## src/rtl/screen_controller_if.sv

```systemverilog
// screen_controller_if: raster, pointer, control and pixel signals of the screen controller
interface screen_controller_if;
  logic [10:0] hcount_in;
  logic [9:0]  vcount_in;
  logic        new_frame_in;
  logic [10:0] cursor_x_in;
  logic [9:0]  cursor_y_in;
  logic        cursor_valid_in;
  logic        start_btn_in;
  logic        game_over_in;
  logic [23:0] start_pixel_in;
  logic [23:0] game_pixel_in;
  logic [23:0] pixel_out;
  logic [1:0]  state_out;
  logic [1:0]  countdown_out;
  logic        game_active_out;
  logic        hover_out;
  modport master (
    output hcount_in, vcount_in, new_frame_in, cursor_x_in, cursor_y_in, cursor_valid_in,
           start_btn_in, game_over_in, start_pixel_in, game_pixel_in,
    input  pixel_out, state_out, countdown_out, game_active_out, hover_out
  );
  modport slave (
    input  hcount_in, vcount_in, new_frame_in, cursor_x_in, cursor_y_in, cursor_valid_in,
           start_btn_in, game_over_in, start_pixel_in, game_pixel_in,
    output pixel_out, state_out, countdown_out, game_active_out, hover_out
  );
endinterface

```

## src/rtl/screen_controller.sv

```systemverilog
// screen_controller: idle/countdown/play/over screen sequencing with hover-dwell start and pixel mux
module screen_controller #(
  parameter int BTN_X        = 300,
  parameter int BTN_Y        = 300,
  parameter int BTN_W        = 200,
  parameter int BTN_H        = 100,
  parameter int DWELL_FRAMES = 30,
  parameter int CD_FRAMES    = 60,
  parameter int CD_START     = 3,
  parameter int OVER_FRAMES  = 180
) (
  input logic clk_in,
  input logic rst_in,
  screen_controller_if.slave s
);
  localparam int FMAX = (CD_FRAMES > OVER_FRAMES) ? CD_FRAMES : OVER_FRAMES;
  localparam int DW   = $clog2(DWELL_FRAMES + 1);
  localparam int FW   = $clog2(FMAX + 1);
  localparam logic [11:0] X_LO = 12'(BTN_X);
  localparam logic [11:0] X_HI = 12'(BTN_X + BTN_W);
  localparam logic [10:0] Y_LO = 11'(BTN_Y);
  localparam logic [10:0] Y_HI = 11'(BTN_Y + BTN_H);
  typedef enum logic [1:0] {IDLE = 2'd0, COUNTDOWN = 2'd1, PLAY = 2'd2, OVER = 2'd3} state_t;
  state_t         r_state, w_state;
  logic [1:0]     r_cd, w_cd;
  logic [DW-1:0]  r_dwell, w_dwell;
  logic [FW-1:0]  r_frame, w_frame;
  logic           r_hover, w_hover;
  logic           r_prev;
  logic           r_active;
  logic [23:0]    r_pix, w_pix;
  logic           w_hit, w_pix_in, w_start;
  assign w_hit    = s.cursor_valid_in &&
                    {1'b0, s.cursor_x_in} >= X_LO && {1'b0, s.cursor_x_in} < X_HI &&
                    {1'b0, s.cursor_y_in} >= Y_LO && {1'b0, s.cursor_y_in} < Y_HI;
  assign w_pix_in = {1'b0, s.hcount_in} >= X_LO && {1'b0, s.hcount_in} < X_HI &&
                    {1'b0, s.vcount_in} >= Y_LO && {1'b0, s.vcount_in} < Y_HI;
  // r_prev starts high so a button held through reset is not seen as a press
  assign w_start  = s.start_btn_in && !r_prev;
  // next-state and next counter/flag values
  always_comb begin
    w_state = r_state;
    w_cd    = r_cd;
    w_dwell = r_dwell;
    w_frame = r_frame;
    w_hover = r_hover;
    case (r_state)
      IDLE: begin
        if (s.new_frame_in) begin
          w_hover = w_hit;
          w_dwell = !w_hit ? '0 : (r_dwell == DW'(DWELL_FRAMES)) ? r_dwell : r_dwell + 1'b1;
        end
        if (w_start || (s.new_frame_in && w_hit && r_dwell == DW'(DWELL_FRAMES - 1))) begin
          w_state = COUNTDOWN;
          w_cd    = 2'(CD_START);
          w_frame = '0;
          w_dwell = '0;
          w_hover = 1'b0;
        end
      end
      COUNTDOWN: begin
        if (s.new_frame_in) begin
          if (r_frame == FW'(CD_FRAMES - 1)) begin
            w_frame = '0;
            w_cd    = (r_cd > 2'd1) ? r_cd - 2'd1 : 2'd0;
            w_state = (r_cd > 2'd1) ? COUNTDOWN : PLAY;
          end else
            w_frame = r_frame + 1'b1;
        end
      end
      PLAY: begin
        if (s.game_over_in) begin
          w_state = OVER;
          w_frame = '0;
        end
      end
      OVER: begin
        if (s.new_frame_in) begin
          if (r_frame == FW'(OVER_FRAMES - 1)) begin
            w_state = IDLE;
            w_frame = '0;
            w_dwell = '0;
          end else
            w_frame = r_frame + 1'b1;
        end
      end
    endcase
  end
  // pixel select from the current screen
  always_comb begin
    w_pix = (r_state == IDLE) ? ((r_hover && w_pix_in) ? (s.start_pixel_in | 24'h404040) : s.start_pixel_in) :
            (r_state == OVER) ? {8'hFF, 1'b0, s.game_pixel_in[15:9], 1'b0, s.game_pixel_in[7:1]} :
            s.game_pixel_in;
  end
  // state, counters and registered outputs
  always_ff @(posedge clk_in or negedge rst_in) begin
    if (!rst_in) begin
      r_state  <= IDLE;
      r_cd     <= '0;
      r_dwell  <= '0;
      r_frame  <= '0;
      r_hover  <= 1'b0;
      r_prev   <= 1'b1;
      r_active <= 1'b0;
      r_pix    <= '0;
    end else begin
      r_state  <= w_state;
      r_cd     <= w_cd;
      r_dwell  <= w_dwell;
      r_frame  <= w_frame;
      r_hover  <= w_hover;
      r_prev   <= s.start_btn_in;
      r_active <= (w_state == PLAY);
      r_pix    <= w_pix;
    end
  end
  assign s.pixel_out       = r_pix;
  assign s.state_out       = r_state;
  assign s.countdown_out   = r_cd;
  assign s.game_active_out = r_active;
  assign s.hover_out       = r_hover;
endmodule
```

## src/flat_wrapper.sv

```systemverilog
// flat-port wrapper written by rule: the top's interface ports become plain ports
module screen_controller_flat 
#(
  parameter int BTN_X        = 300,
  parameter int BTN_Y        = 300,
  parameter int BTN_W        = 200,
  parameter int BTN_H        = 100,
  parameter int DWELL_FRAMES = 30,
  parameter int CD_FRAMES    = 60,
  parameter int CD_START     = 3,
  parameter int OVER_FRAMES  = 180
)
  (clk_in, rst_in, s_hcount_in, s_vcount_in, s_new_frame_in, s_cursor_x_in, s_cursor_y_in, s_cursor_valid_in, s_start_btn_in, s_game_over_in, s_start_pixel_in, s_game_pixel_in, s_pixel_out, s_state_out, s_countdown_out, s_game_active_out, s_hover_out);
  screen_controller_if s_i ();
  input logic clk_in;
  input logic rst_in;
  input wire logic [$bits(s_i.hcount_in)-1:0] s_hcount_in;
  input wire logic [$bits(s_i.vcount_in)-1:0] s_vcount_in;
  input wire logic [$bits(s_i.new_frame_in)-1:0] s_new_frame_in;
  input wire logic [$bits(s_i.cursor_x_in)-1:0] s_cursor_x_in;
  input wire logic [$bits(s_i.cursor_y_in)-1:0] s_cursor_y_in;
  input wire logic [$bits(s_i.cursor_valid_in)-1:0] s_cursor_valid_in;
  input wire logic [$bits(s_i.start_btn_in)-1:0] s_start_btn_in;
  input wire logic [$bits(s_i.game_over_in)-1:0] s_game_over_in;
  input wire logic [$bits(s_i.start_pixel_in)-1:0] s_start_pixel_in;
  input wire logic [$bits(s_i.game_pixel_in)-1:0] s_game_pixel_in;
  output wire logic [$bits(s_i.pixel_out)-1:0] s_pixel_out;
  output wire logic [$bits(s_i.state_out)-1:0] s_state_out;
  output wire logic [$bits(s_i.countdown_out)-1:0] s_countdown_out;
  output wire logic [$bits(s_i.game_active_out)-1:0] s_game_active_out;
  output wire logic [$bits(s_i.hover_out)-1:0] s_hover_out;
  assign s_i.hcount_in = s_hcount_in;
  assign s_i.vcount_in = s_vcount_in;
  assign s_i.new_frame_in = s_new_frame_in;
  assign s_i.cursor_x_in = s_cursor_x_in;
  assign s_i.cursor_y_in = s_cursor_y_in;
  assign s_i.cursor_valid_in = s_cursor_valid_in;
  assign s_i.start_btn_in = s_start_btn_in;
  assign s_i.game_over_in = s_game_over_in;
  assign s_i.start_pixel_in = s_start_pixel_in;
  assign s_i.game_pixel_in = s_game_pixel_in;
  assign s_pixel_out = s_i.pixel_out;
  assign s_state_out = s_i.state_out;
  assign s_countdown_out = s_i.countdown_out;
  assign s_game_active_out = s_i.game_active_out;
  assign s_hover_out = s_i.hover_out;
  screen_controller #(.BTN_X(BTN_X), .BTN_Y(BTN_Y), .BTN_W(BTN_W), .BTN_H(BTN_H), .DWELL_FRAMES(DWELL_FRAMES), .CD_FRAMES(CD_FRAMES), .CD_START(CD_START), .OVER_FRAMES(OVER_FRAMES)) u_core (.clk_in(clk_in), .rst_in(rst_in), .s(s_i));
endmodule
```

## config.mk

```make
export PLATFORM = sky130hd
export DESIGN_NAME = screen_controller_flat
export DESIGN_NICKNAME = d
export VERILOG_FILES = /design/src/rtl/screen_controller_if.sv /design/src/rtl/screen_controller.sv /design/src/flat_wrapper.sv
export SDC_FILE = /design/constraint.sdc
export NUM_CORES = 1
export LEC_CHECK = 0
export ABC_AREA = 1
export BUFFER_PORTS_ARGS = -buffer_cell sky130_fd_sc_hd__buf_2
export CAP_MARGIN = 20
export CORE_MARGIN = 2
export CORE_UTILIZATION = 42
export DETAILED_ROUTE_END_ITERATION = 7
export GPL_ROUTABILITY_DRIVEN = 0
export PLACE_DENSITY = 0.77
export SYNTH_ARGS = -nofsm -noshare
export SYNTH_HDL_FRONTEND = slang
export SYNTH_SLANG_ARGS = --single-unit
```

## constraint.sdc

```tcl
create_clock -name clk_in -period 1.6 [get_ports clk_in]
set_input_delay 0.24 -clock clk_in [delete_from_list [all_inputs] [get_ports clk_in]]
set_output_delay 0.24 -clock clk_in [all_outputs]
set_load 0.02 [all_outputs]
```

==> qor.yml <==
worstSkewPairLatency_ns: 0.29
setup.worst_path.end_class: "register"
ff2ff_setup_slack_ns: 0.1
grt_overflow: 0
max_slew_margin_pct: 73.5
numCtsBuffers: 5
antennaDiodeCount: 0
ys_seq_elements: 44
portBuffers: 117
dr.pass1.iters: 5
worstMarginPinSlew_ns: 0.398
grt_max_degree: 31
initialDrtViolationCount: 61
final_cell_count_no_fill: 543
hp-start: "s_start_btn_in"
grt_usage_pct: 18.2
dp.cells: 532
final_cell_mix: "117 x buf_2, 72 x nand2_1, 40 x dfrtp_1"
initial_core_util_pct: 43.6
slew_violations: 0
dieArea_um2: 6790
synth-seq-area-share_pct: 42.7
fin_crit_sh_pct: 94.0
peakVddDrop_mv: 0.691
crit_family: "simple AND/OR/NAND/NOR gates"
viasPerCell: 4.89
num_io_pins: 126
setup-tns-final_ns: 0
htree_levels: 2
hpwl_um: 5060
wire_per_inst_um: 11.9
cp_slowest_cell: "dfrtp_1"
cts_buffer_depth: 2
crit_path_start_kind: "register"
vias: 2655
cts-root-buf: "clkbuf_8"
r2r-start: "u_core.r_frame[7]"
syn_area_um2: 2580
layout_commonest_cell: "buf_2"
die_y_um: 82.4
hold_class: "input port to register"
area_growth_pct: 37.9
cts_tree: "done"
ys_warn_count: 0
cpMostUsedCell: "nand2_1"
leakage_nw: 1.85
worst-endpoint-arrival_ns: 1.73
power_mw: 4.55
fmax_ghz: 0.665
grt_pass1_wl_um: 9770
placementRows: 28
rsz0062_at_grt: "true"
crit_buf_inv: 2
syn_inst: 326
whs_ns: 0.0602
r2r_cells: 9
antenna_found_initial: 0
finalSetupViolCount: 0
die_width_um: 82.4
ys_types: 33
crit_chain: "inv_1 -> nor3_2 -> nand4_1 -> nand2_1 -> nand2_2 -> nor2_4 -> buf_4 -> nand3_1 -> nand2_1"
totalWireLength_um: 6440
required_ns: 1.83
min_period_ns: 1.50
power_density_nw_per_um2: 1280
rr_endpoint: "u_core.r_dwell[3]"
crit_fanout: 5
path_class: "register to register"
holdPathEnd: "u_core.r_prev"
path_clk_slew_ns: 0.09
num-nets-final: 571
maxCapViolCount: 0
cpPeakStageDelay_ns: 0.38
status: "completed"
drc_errors: 0
fin_skew_ns: 0.00888
hold_depth: 1
hold_violations: 0
drtAntennaViolNets: 0
layout-drive-gt1-share_pct: 38.7
core_area_um2: 5920
synth.avg_cell_area_um2: 7.92
cts_sinks: 44
synth_nets: 430
grt_pass1_vias: 2343
utilization_pct: 60.1
[where the power goes]
group	switching [mW]	total [mW]	internal, mW
combinational	1.38	2.24	0.865
sequential	0.144	1.58	1.44
clock	0.374	0.719	0.345
total	1.90	4.55	2.65
[metrics by stage]
step / worst slack (ns) / cell area (um2)
5_1_grt: -0.0316 / 3560
3_3_place_gp: -0.0223 / 3380
6_report: 0.0963 / 3560
4_1_cts: 0.00619 / 3490
3_5_place_dp: -0.0499 / 3380
2_1_floorplan: 0.0161 / 2590
[worst reg2reg max path: stages, from the launching register on]
cell and delay (ns):
dfrtp_1 0.38, inv_1 0.09, nor3_2 0.19, nand4_1 0.15, nand2_1 0.12, nand2_2 0.09, nor2_4 0.13, buf_4 0.14
nand3_1 0.08, nand2_1 0.07
[layout make-up]
cell class	instances	area (um2)
well taps	75	93.8
repair buffers	142	792
clock buffers	6	82.6
clock inverters	2	10.0
fillers	536	2360
multi-input cells	240	1350
inverters	34	128
flip-flops and latches	44	1110
[repair_timing]
action,in CTS,in global routing
resized for setup,1,19
endpoints found under the setup margin,3,30
gates cloned,0,1
hold buffers,1,0
buffers inserted,0,1
pin swaps,0,3
hold endpoints to repair,13,0
[cells by family after synthesis]
kind of cell | synth area share, %
AO/OA/AOI/OAI | 16.2
XOR/XNOR | 1.36
adder cells (fa/ha/maj) | 3.88
buffers and inverters | 7.66
flip-flops | 42.7
AND/OR/NAND/NOR | 28.2
[per-layer routing]
layer	track usage (%)	wire length, um	up-vias
met5	0	0	-
met4	4.83	88	0
met3	3.91	341	8
met2	33.5	3330	69
met1	21.1	2680	1210
li1	-	-	1368
[how the worst max path moves through the flow]
stage | startpoint | to | slack (ns) | cells past startpoint
3_3_place_gp | s_cursor_x_in[10] | u_core.r_frame[1] | -0.02 | 10
4_1_cts | u_core.r_dwell[1] | u_core.r_frame[2] | 0.006 | 9
6_report | u_core.r_frame[7] | u_core.r_dwell[3] | 0.1 | 9
5_1_grt | u_core.r_frame[3] | u_core.s.game_active_out | -0.03 | 12
3_5_place_dp | s_cursor_x_in[10] | u_core.r_frame[2] | -0.05 | 10
2_1_floorplan | u_core.s.state_out[0] | u_core.s.game_active_out | 0.02 | 8
[registers in the layout (all words and copies together) (netlist names)]
signal / flops
u_core.r_dwell: 5
u_core.r_frame: 8
u_core.r_prev: 1
u_core.s.countdown_out: 2
u_core.s.game_active_out: 1
u_core.s.hover_out: 1
u_core.s.pixel_out: 24
u_core.s.state_out: 2
[cells in the mapped netlist (all sizes together)]
| cell | instances | area (um2) |
|---|---|---|
| buf | 1 | 11.3 |
| o22ai | 1 | 6.26 |
| nand3b | 2 | 15.0 |
| o31ai | 1 | 7.51 |
| dfrtp | 43 | 1080 |
| nand3 | 28 | 165 |
| xnor2 | 1 | 8.76 |
| and3b | 1 | 8.76 |
| o21ai | 25 | 155 |
| ha | 8 | 100 |
| nand4 | 8 | 65.1 |
| nor2 | 41 | 161 |
| nand2 | 75 | 282 |
| o2111ai | 1 | 8.76 |
| xor2 | 3 | 26.3 |
| bufbuf | 1 | 32.5 |
| dfstp | 1 | 26.3 |
| o22a | 7 | 61.3 |
| nor3 | 1 | 5.00 |
| a22o | 2 | 17.5 |
| clkbuf | 7 | 26.3 |
| nor4 | 1 | 6.26 |
| o21a | 3 | 22.5 |
| inv | 34 | 128 |
| a21oi | 25 | 125 |
| a211oi | 2 | 15.0 |
| or2 | 3 | 18.8 |
Power figures use the tool's default switching activity.
